`config.mk`:
```
export PLATFORM = sky130hd
export DESIGN_NAME = wfg_drive_spi_mc_flat
export DESIGN_NICKNAME = d
export VERILOG_FILES = /design/src/rtl/wfg_drive_spi_mc_if.sv /design/src/rtl/wfg_drive_spi_mc.sv /design/src/flat_wrapper.sv
export SDC_FILE = /design/constraint.sdc
export NUM_CORES = 1
export LEC_CHECK = 0
export BUFFER_PORTS_ARGS = -buffer_cell sky130_fd_sc_hd__buf_4
export CAP_MARGIN = 20
export CORE_MARGIN = 3
export CORE_UTILIZATION = 43
export DETAILED_ROUTE_END_ITERATION = 6
export SETUP_SLACK_MARGIN = 0.15
export SLEW_MARGIN = 0
export SYNTH_ARGS = -nofsm -noshare
export SYNTH_HDL_FRONTEND = slang
export SYNTH_SLANG_ARGS = --single-unit
export TNS_END_PERCENT = 50
```
`constraint.sdc`:
```
create_clock -name wb_clk_i -period 5 [get_ports wb_clk_i]
set_clock_uncertainty 0.1 [all_clocks]
set_input_delay 1 -clock wb_clk_i [delete_from_list [all_inputs] [get_ports wb_clk_i]]
set_output_delay 1 -clock wb_clk_i [all_outputs]
set_load 0.005 [all_outputs]
```
`src/rtl/wfg_drive_spi_mc_if.sv`:
```
// Waveform AXI-Stream word channel feeding the multi-chip-select SPI drive core.
// tuser carries the target chip-select index for each word.
interface wfg_drive_spi_mc_if #(
    parameter int DATA_W = 32,
    parameter int CSW    = 2
);
    logic              tvalid;
    logic              tready;
    logic [DATA_W-1:0] tdata;
    logic [CSW-1:0]    tuser;

    modport master (output tvalid, output tdata, output tuser, input tready);
    modport slave  (input tvalid, input tdata, input tuser, output tready);
endinterface

```
`src/rtl/wfg_drive_spi_mc.sv`:
```
// Multi-chip-select SPI drive: one stream word per pattern-sync pulse, shifted out on the CS chosen by tuser.
// Optional MISO capture path is built when WFG_DRIVE_SPI_MISO_EN is defined.
module wfg_drive_spi_mc #(
    parameter int  DATA_W = 32,
    parameter int  NCS    = 4,
    parameter int  DIV_W  = 8,
    parameter int  CSW    = (NCS > 1) ? $clog2(NCS) : 1,
    localparam int LEN_W  = $clog2(DATA_W)
) (
    input  logic               wb_clk_i,
    input  logic               wb_rst_i,
    input  logic               wfg_pat_sync_i,
    wfg_drive_spi_mc_if.slave  wfg_axis,
    input  logic               ctrl_en_q_i,
    input  logic [DIV_W-1:0]   clkcfg_div_q_i,
    input  logic [LEN_W-1:0]   cfg_len_q_i,
    input  logic               cfg_cpol_q_i,
    input  logic               cfg_cpha_q_i,
    input  logic               cfg_lsbfirst_q_i,
    input  logic               cfg_sspol_q_i,
    output logic               busy_o,
    output logic               drop_o,
    output logic               wfg_drive_spi_sclk_o,
    output logic [NCS-1:0]     wfg_drive_spi_cs_no,
`ifdef WFG_DRIVE_SPI_MISO_EN
    input  logic               wfg_drive_spi_sdi_i,
    output logic [DATA_W-1:0]  rx_data_o,
    output logic               rx_valid_o,
`endif
    output logic               wfg_drive_spi_sdo_o
);

    localparam int EDGE_W = LEN_W + 2;

    typedef enum logic [1:0] {
        ST_IDLE,
        ST_CS_SETUP,
        ST_SHIFT,
        ST_CS_HOLD
    } state_t;

    state_t            state_q, state_d;
    logic [DIV_W-1:0]  hp_q, hp_d;
    logic [DIV_W-1:0]  div_q, div_d;
    logic [EDGE_W-1:0] edge_q, edge_d;
    logic [LEN_W-1:0]  idx_q, idx_d;
    logic [LEN_W-1:0]  len_q, len_d;
    logic [DATA_W-1:0] data_q, data_d;
    logic [CSW-1:0]    cs_idx_q, cs_idx_d;
    logic              sclk_q, sclk_d;
    logic              cpha_q, cpha_d;
    logic              lsb_q, lsb_d;
    logic              sspol_q, sspol_d;
`ifdef WFG_DRIVE_SPI_MISO_EN
    logic [DATA_W-1:0] rx_sh_q, rx_sh_d;
    logic [DATA_W-1:0] rx_data_q, rx_data_d;
    logic              rx_valid_q, rx_valid_d;
`endif

    logic              idle;
    logic              tick;
    logic              ready;
    logic              oob;
    logic              last_edge;
    logic              sample_edge;
    logic [EDGE_W-1:0] edge_nxt;
    logic [EDGE_W-1:0] edge_total;
    logic [LEN_W-1:0]  bit_pos;

    assign idle        = (state_q == ST_IDLE);
    assign tick        = (hp_q == div_q);
    assign ready       = idle & ctrl_en_q_i & wfg_axis.tvalid & wfg_pat_sync_i;
    assign oob         = (int'(wfg_axis.tuser) >= NCS);
    assign edge_nxt    = edge_q + EDGE_W'(1);
    assign edge_total  = (EDGE_W'(len_q) + EDGE_W'(1)) << 1;
    assign last_edge   = (edge_nxt == edge_total);
    // Odd edges are leading; with CPHA=0 data is sampled on them, with CPHA=1 on trailing ones.
    assign sample_edge = edge_nxt[0] ^ cpha_q;
    assign bit_pos     = lsb_q ? idx_q : (len_q - idx_q);

    // NOTE: every _d gets its hold value first so no branch can leave one unassigned and infer a latch.
    always_comb begin
        state_d    = state_q;
        hp_d       = hp_q;
        div_d      = div_q;
        edge_d     = edge_q;
        idx_d      = idx_q;
        len_d      = len_q;
        data_d     = data_q;
        cs_idx_d   = cs_idx_q;
        sclk_d     = sclk_q;
        cpha_d     = cpha_q;
        lsb_d      = lsb_q;
        sspol_d    = sspol_q;
        drop_o     = 1'b0;
`ifdef WFG_DRIVE_SPI_MISO_EN
        rx_sh_d    = rx_sh_q;
        rx_data_d  = rx_data_q;
        rx_valid_d = 1'b0;
`endif

        unique case (state_q)
            ST_IDLE: begin
                if (ready) begin
                    if (oob) begin
                        drop_o = 1'b1;
                    end else begin
                        state_d  = ST_CS_SETUP;
                        hp_d     = '0;
                        edge_d   = '0;
                        idx_d    = '0;
                        div_d    = clkcfg_div_q_i;
                        len_d    = cfg_len_q_i;
                        data_d   = wfg_axis.tdata;
                        cs_idx_d = wfg_axis.tuser;
                        sclk_d   = cfg_cpol_q_i;
                        cpha_d   = cfg_cpha_q_i;
                        lsb_d    = cfg_lsbfirst_q_i;
                        sspol_d  = cfg_sspol_q_i;
`ifdef WFG_DRIVE_SPI_MISO_EN
                        rx_sh_d  = '0;
`endif
                    end
                end
            end

            ST_CS_SETUP: begin
                hp_d = tick ? '0 : hp_q + DIV_W'(1);
                if (tick) begin
                    state_d = ST_SHIFT;
                end
            end

            ST_SHIFT: begin
                hp_d = tick ? '0 : hp_q + DIV_W'(1);
                if (tick) begin
                    sclk_d = ~sclk_q;
                    edge_d = edge_nxt;
`ifdef WFG_DRIVE_SPI_MISO_EN
                    if (sample_edge) begin
                        rx_sh_d[bit_pos] = wfg_drive_spi_sdi_i;
                    end
`endif
                    // CPHA=0 holds the last bit through the final edge; CPHA=1 presents bit 0 on edge 1.
                    if (!sample_edge && !(cpha_q ? (edge_nxt == EDGE_W'(1)) : last_edge)) begin
                        idx_d = idx_q + LEN_W'(1);
                    end
                    if (last_edge) begin
                        state_d = ST_CS_HOLD;
                    end
                end
            end

            ST_CS_HOLD: begin
                hp_d = tick ? '0 : hp_q + DIV_W'(1);
                if (tick) begin
                    state_d    = ST_IDLE;
`ifdef WFG_DRIVE_SPI_MISO_EN
                    rx_data_d  = rx_sh_q;
                    rx_valid_d = 1'b1;
`endif
                end
            end

            default: state_d = ST_IDLE;
        endcase
    end

    // NOTE: sequential state uses <= so every flop samples the pre-edge value of its neighbours.
    always_ff @(posedge wb_clk_i or posedge wb_rst_i) begin
        if (wb_rst_i) begin
            state_q    <= ST_IDLE;
            hp_q       <= '0;
            div_q      <= '0;
            edge_q     <= '0;
            idx_q      <= '0;
            len_q      <= '0;
            data_q     <= '0;
            cs_idx_q   <= '0;
            sclk_q     <= 1'b0;
            cpha_q     <= 1'b0;
            lsb_q      <= 1'b0;
            sspol_q    <= 1'b0;
`ifdef WFG_DRIVE_SPI_MISO_EN
            rx_sh_q    <= '0;
            rx_data_q  <= '0;
            rx_valid_q <= 1'b0;
`endif
        end else begin
            state_q    <= state_d;
            hp_q       <= hp_d;
            div_q      <= div_d;
            edge_q     <= edge_d;
            idx_q      <= idx_d;
            len_q      <= len_d;
            data_q     <= data_d;
            cs_idx_q   <= cs_idx_d;
            sclk_q     <= sclk_d;
            cpha_q     <= cpha_d;
            lsb_q      <= lsb_d;
            sspol_q    <= sspol_d;
`ifdef WFG_DRIVE_SPI_MISO_EN
            rx_sh_q    <= rx_sh_d;
            rx_data_q  <= rx_data_d;
            rx_valid_q <= rx_valid_d;
`endif
        end
    end

    // Idle levels follow the live cpol/sspol so reset and idle outputs track the register block.
    assign wfg_axis.tready      = ready;
    assign busy_o               = ~idle;
    assign wfg_drive_spi_sclk_o = idle ? cfg_cpol_q_i : sclk_q;
    assign wfg_drive_spi_sdo_o  = idle ? 1'b0 : data_q[bit_pos];

    always_comb begin
        for (int i = 0; i < NCS; i++) begin
            if (idle) begin
                wfg_drive_spi_cs_no[i] = ~cfg_sspol_q_i;
            end else if (int'(cs_idx_q) == i) begin
                wfg_drive_spi_cs_no[i] = sspol_q;
            end else begin
                wfg_drive_spi_cs_no[i] = ~sspol_q;
            end
        end
    end

`ifdef WFG_DRIVE_SPI_MISO_EN
    assign rx_data_o  = rx_data_q;
    assign rx_valid_o = rx_valid_q;
`endif

endmodule
```
`src/flat_wrapper.sv`:
```
// flat-port wrapper written by rule: the top's interface ports become plain ports
module wfg_drive_spi_mc_flat 
#(
    parameter int  DATA_W = 32,
    parameter int  NCS    = 4,
    parameter int  DIV_W  = 8,
    parameter int  CSW    = (NCS > 1) ? $clog2(NCS) : 1,
    localparam int LEN_W  = $clog2(DATA_W)
)
  (wb_clk_i, wb_rst_i, wfg_pat_sync_i, ctrl_en_q_i, clkcfg_div_q_i, cfg_len_q_i, cfg_cpol_q_i, cfg_cpha_q_i, cfg_lsbfirst_q_i, cfg_sspol_q_i, busy_o, drop_o, wfg_drive_spi_sclk_o, wfg_drive_spi_cs_no, wfg_drive_spi_sdo_o, wfg_axis_tvalid, wfg_axis_tdata, wfg_axis_tuser, wfg_axis_tready);
  wfg_drive_spi_mc_if #(.DATA_W(DATA_W), .CSW(CSW)) wfg_axis_i ();
  input  logic wb_clk_i;
  input  logic wb_rst_i;
  input  logic wfg_pat_sync_i;
  input  logic ctrl_en_q_i;
  input  logic [DIV_W-1:0] clkcfg_div_q_i;
  input  logic [LEN_W-1:0] cfg_len_q_i;
  input  logic cfg_cpol_q_i;
  input  logic cfg_cpha_q_i;
  input  logic cfg_lsbfirst_q_i;
  input  logic cfg_sspol_q_i;
  output logic busy_o;
  output logic drop_o;
  output logic wfg_drive_spi_sclk_o;
  output logic [NCS-1:0] wfg_drive_spi_cs_no;
  output logic wfg_drive_spi_sdo_o;
  input wire logic [$bits(wfg_axis_i.tvalid)-1:0] wfg_axis_tvalid;
  input wire logic [$bits(wfg_axis_i.tdata)-1:0] wfg_axis_tdata;
  input wire logic [$bits(wfg_axis_i.tuser)-1:0] wfg_axis_tuser;
  output wire logic [$bits(wfg_axis_i.tready)-1:0] wfg_axis_tready;
  assign wfg_axis_i.tvalid = wfg_axis_tvalid;
  assign wfg_axis_i.tdata = wfg_axis_tdata;
  assign wfg_axis_i.tuser = wfg_axis_tuser;
  assign wfg_axis_tready = wfg_axis_i.tready;
  wfg_drive_spi_mc #(.DATA_W(DATA_W), .NCS(NCS), .DIV_W(DIV_W), .CSW(CSW)) u_core (.wb_clk_i(wb_clk_i), .wb_rst_i(wb_rst_i), .wfg_pat_sync_i(wfg_pat_sync_i), .wfg_axis(wfg_axis_i), .ctrl_en_q_i(ctrl_en_q_i), .clkcfg_div_q_i(clkcfg_div_q_i), .cfg_len_q_i(cfg_len_q_i), .cfg_cpol_q_i(cfg_cpol_q_i), .cfg_cpha_q_i(cfg_cpha_q_i), .cfg_lsbfirst_q_i(cfg_lsbfirst_q_i), .cfg_sspol_q_i(cfg_sspol_q_i), .busy_o(busy_o), .drop_o(drop_o), .wfg_drive_spi_sclk_o(wfg_drive_spi_sclk_o), .wfg_drive_spi_cs_no(wfg_drive_spi_cs_no), .wfg_drive_spi_sdo_o(wfg_drive_spi_sdo_o));
endmodule
```
==> impl_metrics.py <==
metrics = {
    "layout": {
        "multi_input_area_mm2": 0.00215,
        "diodes": 0,
        "syn2layout_area_growth_pct": 19.3,
        "nets": 596,
        "regArea_mm2": 0.00183,
        "drive_above_1_share_pct": 18.1,
        "num-fill-cells": 885,
        "fin_util_pct": 52.9,
    },
    "clock_tree": {
        "cts_resized": 0,
        "cts_inserted_buffers": 9,
        "post_cts_buffers": 0,
        "cts.clk_slew.worst_paths_ns": 0.08,
        "clockRootBuffer": "clkbuf_8",
        "htreeDepth": 3,
        "ctsHoldBuffers": 0,
        "clockBufferDepth": 2,
        "clock_latency_ns": 0.34,
        "cts.sinks": 73,
        "cts_tree": "yes",
    },
    "synthesis": {
        "synth_ff_type": "dfrtp_1",
        "async_reset_ff_share_pct": 100,
        "syn_inst": 467,
        "synth_seq_cells": 73,
        "ys_types": 47,
        "yosysSeqAreaShare_pct": 44.3,
        "synth_edf_count": 0,
        "syn_avg_cell_area_um2": 8.82,
        "synthesis.nets": 538,
        "syn_area_mm2": 0.00412,
        "ys_warn_count": 0,
    },
    "setup_path": {
        "rrSetupSlack_ns": 1.85,
        "cp_num_buf_inv": 2,
        "path_common_cell": "mux2i_1",
        "critPathMaxFanout": 8,
        "critical_path.slowest_cell": "mux2i_1",
        "path_cells": "inv_1 -> ha_1 -> fa_1 -> mux2i_1 -> mux4_2 -> mux2i_1 -> mux2i_1 -> o211a_1 -> buf_4",
        "cp-start-kind": "flop",
        "endpoint_kind": "primary output",
        "required_ns": 3.90,
        "critPathKind": "flop to primary output",
        "cp_slowest_stage_delay_ns": 0.63,
        "arrival_ns": 3.16,
        "critical-path-top-delay-family": "multiplexers",
    },
    "route": {
        "wl_mm": 9.48,
        "ant_nets": 0,
        "num_vias": 3342,
        "avgRoutedWirePerCell_um": 14.4,
        "drc_errors": 0,
        "viasPerCell": 5.07,
        "drt-pass1-iter-count": 4,
        "drt_iter0_drc": 157,
    },
    "power": {
        "clock_power_share_pct": 44.8,
        "finalPower_w": 0.00115,
        "p_per_area_mw_per_mm2": 235,
        "p_leak_nw": 2.44,
        "swShare_pct": 21.9,
        "seq_power_share_pct": 51.1,
        "p_int_w": 0.000901,
        "p_sw_w": 0.000253,
        "peakVddDrop_v": 0.000148,
        "combPwrFrac_pct": 4.1,
    },
    "die": {
        "die_w_um": 104,
        "die_area_mm2": 0.0108,
        "die_h_um": 104,
        "start_util_pct": 44.4,
        "rows": 35,
        "core_area_mm2": 0.00928,
        "ios": 65,
    },
    "global_route": {
        "grt_pass1_wl_mm": 16.0,
        "grt_max_degree": 53,
        "grt_pass1_vias": 3377,
        "overflow": 0,
        "track_usage_pct": 18.0,
        "antenna_found_initial": 0,
    },
    "sta": {
        "drv_slew": 0,
        "tns_ns": 0,
        "min_period_over_period_pct": 85.2,
        "grt_setup_unrepaired": "no",
        "fin_crit_ns": 4.26,
        "whs_ns": 0.377,
        "slew_headroom_pct": 36.6,
        "setup_violations": 0,
        "worst_pin_slew_ns": 0.950,
        "max_freq_mhz": 235,
        "hold_viol_final": 0,
    },
    "status": {
        "status": "complete, no violations",
    },
    "placement": {
        "gp_congestion": 0.832,
        "place.port_buffers": 63,
        "post-dp-hpwl_mm": 6.85,
    },
    "worst_hold_path": {
        "hold_path_class": "flop to flop",
    },
    "flow_run": {
        "cap_violations": 0,
    },
}
-- flip-flops by register name, summed over array words and instances (netlist names) --
name and count:
u_core.div_q 8, u_core.cs_idx_q 2, u_core.sspol_q 1, u_core.edge_q 7, u_core.idx_q 5, u_core.state_q 2
u_core.data_q 32, u_core.sclk_q 1, u_core.lsb_q 1, u_core.len_q 5, u_core.cpha_q 1, u_core.hp_q 8
-- cell usage after synthesis (7+ instances only) --
cell	n	area, µm²
nand3_1	18	90.1
clkbuf_1	15	56.3
nor2_1	16	60.1
mux4_2	8	180
xor2_1	7	61.3
inv_1	14	52.6
a21oi_1	7	35.0
o31ai_1	7	52.6
nand2_1	165	619
dfrtp_1	73	1830
o21ai_0	31	155
xnor2_1	19	166
mux2i_1	8	80.1
ha_1	14	175
nand2b_1	8	50.1
-- final timing paths --
| path | to | depth (start not counted) | from |
|---|---|---|---|
| setup / recovery | wfg_drive_spi_sdo_o | 9 | u_core.len_q[0] |
| hold / removal | u_core.data_q[14] | 2 | u_core.data_q[14] |
| setup reg to reg | u_core.idx_q[3] | 8 | u_core.state_q[0] |
| hold reg to reg | u_core.data_q[14] | 2 | u_core.data_q[14] |
| max in group asynchronous | u_core.data_q[8] | 3 | wb_rst_i |
| min in group asynchronous | u_core.div_q[7] | 2 | wb_rst_i |
-- placed cells by master (no fill, tap or decap), types with 3 or more instances in the layout --
cell type	netlist	routed
nand2_1	165	165
dfrtp_1	73	73
buf_4	2	66
o21ai_0	31	31
xnor2_1	19	19
nand3_1	18	18
nor2_1	16	16
ha_1	14	14
inv_1	14	13
clkbuf_8	0	9
nand2b_1	8	8
mux2i_1	8	8
mux4_2	8	8
o31ai_1	7	7
xor2_1	7	7
a21oi_1	7	7
nand4_1	5	5
nor2b_1	5	5
and3_1	4	4
nor3_1	4	4
and2_1	3	3
o21a_1	3	3
a31oi_1	3	3
-- per-layer routing --
layer | routed length (µm) | GRT usage [%]
met1 | 4440 | 25.0
met2 | 4500 | 28.5
met4 | 122 | 5.79
met3 | 416 | 3.48
met5 | 0 | 0
-- worst reg2reg max path, stage by stage (launching register included) --
cell and delay [ns]:
dfrtp_1 0.41, inv_1 0.13, ha_1 0.45, nand4_1 0.64
o21ai_0 0.42, o21a_1 0.25, o211a_1 0.28, nand2_1 0.12
o31ai_1 0.27
-- power by group through the flow --
stage / Combinational (W) / Clock, W / Sequential (W)
2_1_floorplan: 0.0000103 / 0 / 0.000602
3_3_place_gp: 0.0000477 / 0 / 0.000602
3_5_place_dp: 0.0000483 / 0 / 0.000602
4_1_cts: 0.0000485 / 0.000526 / 0.000590
5_1_grt: 0.0000523 / 0.000552 / 0.000590
6_report: 0.0000471 / 0.000517 / 0.000590
-- area by class of cell --
type,count,area share (%)
Inverter,15,1.15
Tap cell,129,3.29
Sequential cell,73,37.2
Clock inverter,6,1.83
Clock buffer,10,2.60
Timing Repair Buffer,66,10.1
Multi-Input combinational cell,360,43.9
-- kinds of logic (layout without fill, tap and decap cells) --
group | Yosys count | in the layout | synth area share, %
AND/OR/NAND/NOR | 235 | 235 | 24.7
adder cells (fa/ha/maj) | 15 | 15 | 4.74
multiplexers | 19 | 19 | 7.29
buffers and inverters | 34 | 97 | 3.34
flip-flops | 73 | 73 | 44.3
other | 1 | 1 | 0.0910
AO/OA/AOI/OAI | 63 | 63 | 9.45
XOR/XNOR | 27 | 27 | 6.08
-- stage by stage --
| stage | setup WS [ns] | instance area (µm²) | cells |
|---|---|---|---|
| after global routing | 0.496 | 4910 | 659 |
| after global placement | 1.20 | 4690 | 643 |
| final | 0.742 | 4910 | 659 |
| after floorplan | 1.56 | 4120 | 467 |
| after detailed placement | 1.08 | 4690 | 643 |
| after CTS | 0.693 | 4910 | 659 |
No activity file was read; power rests on OpenSTA's default activity.
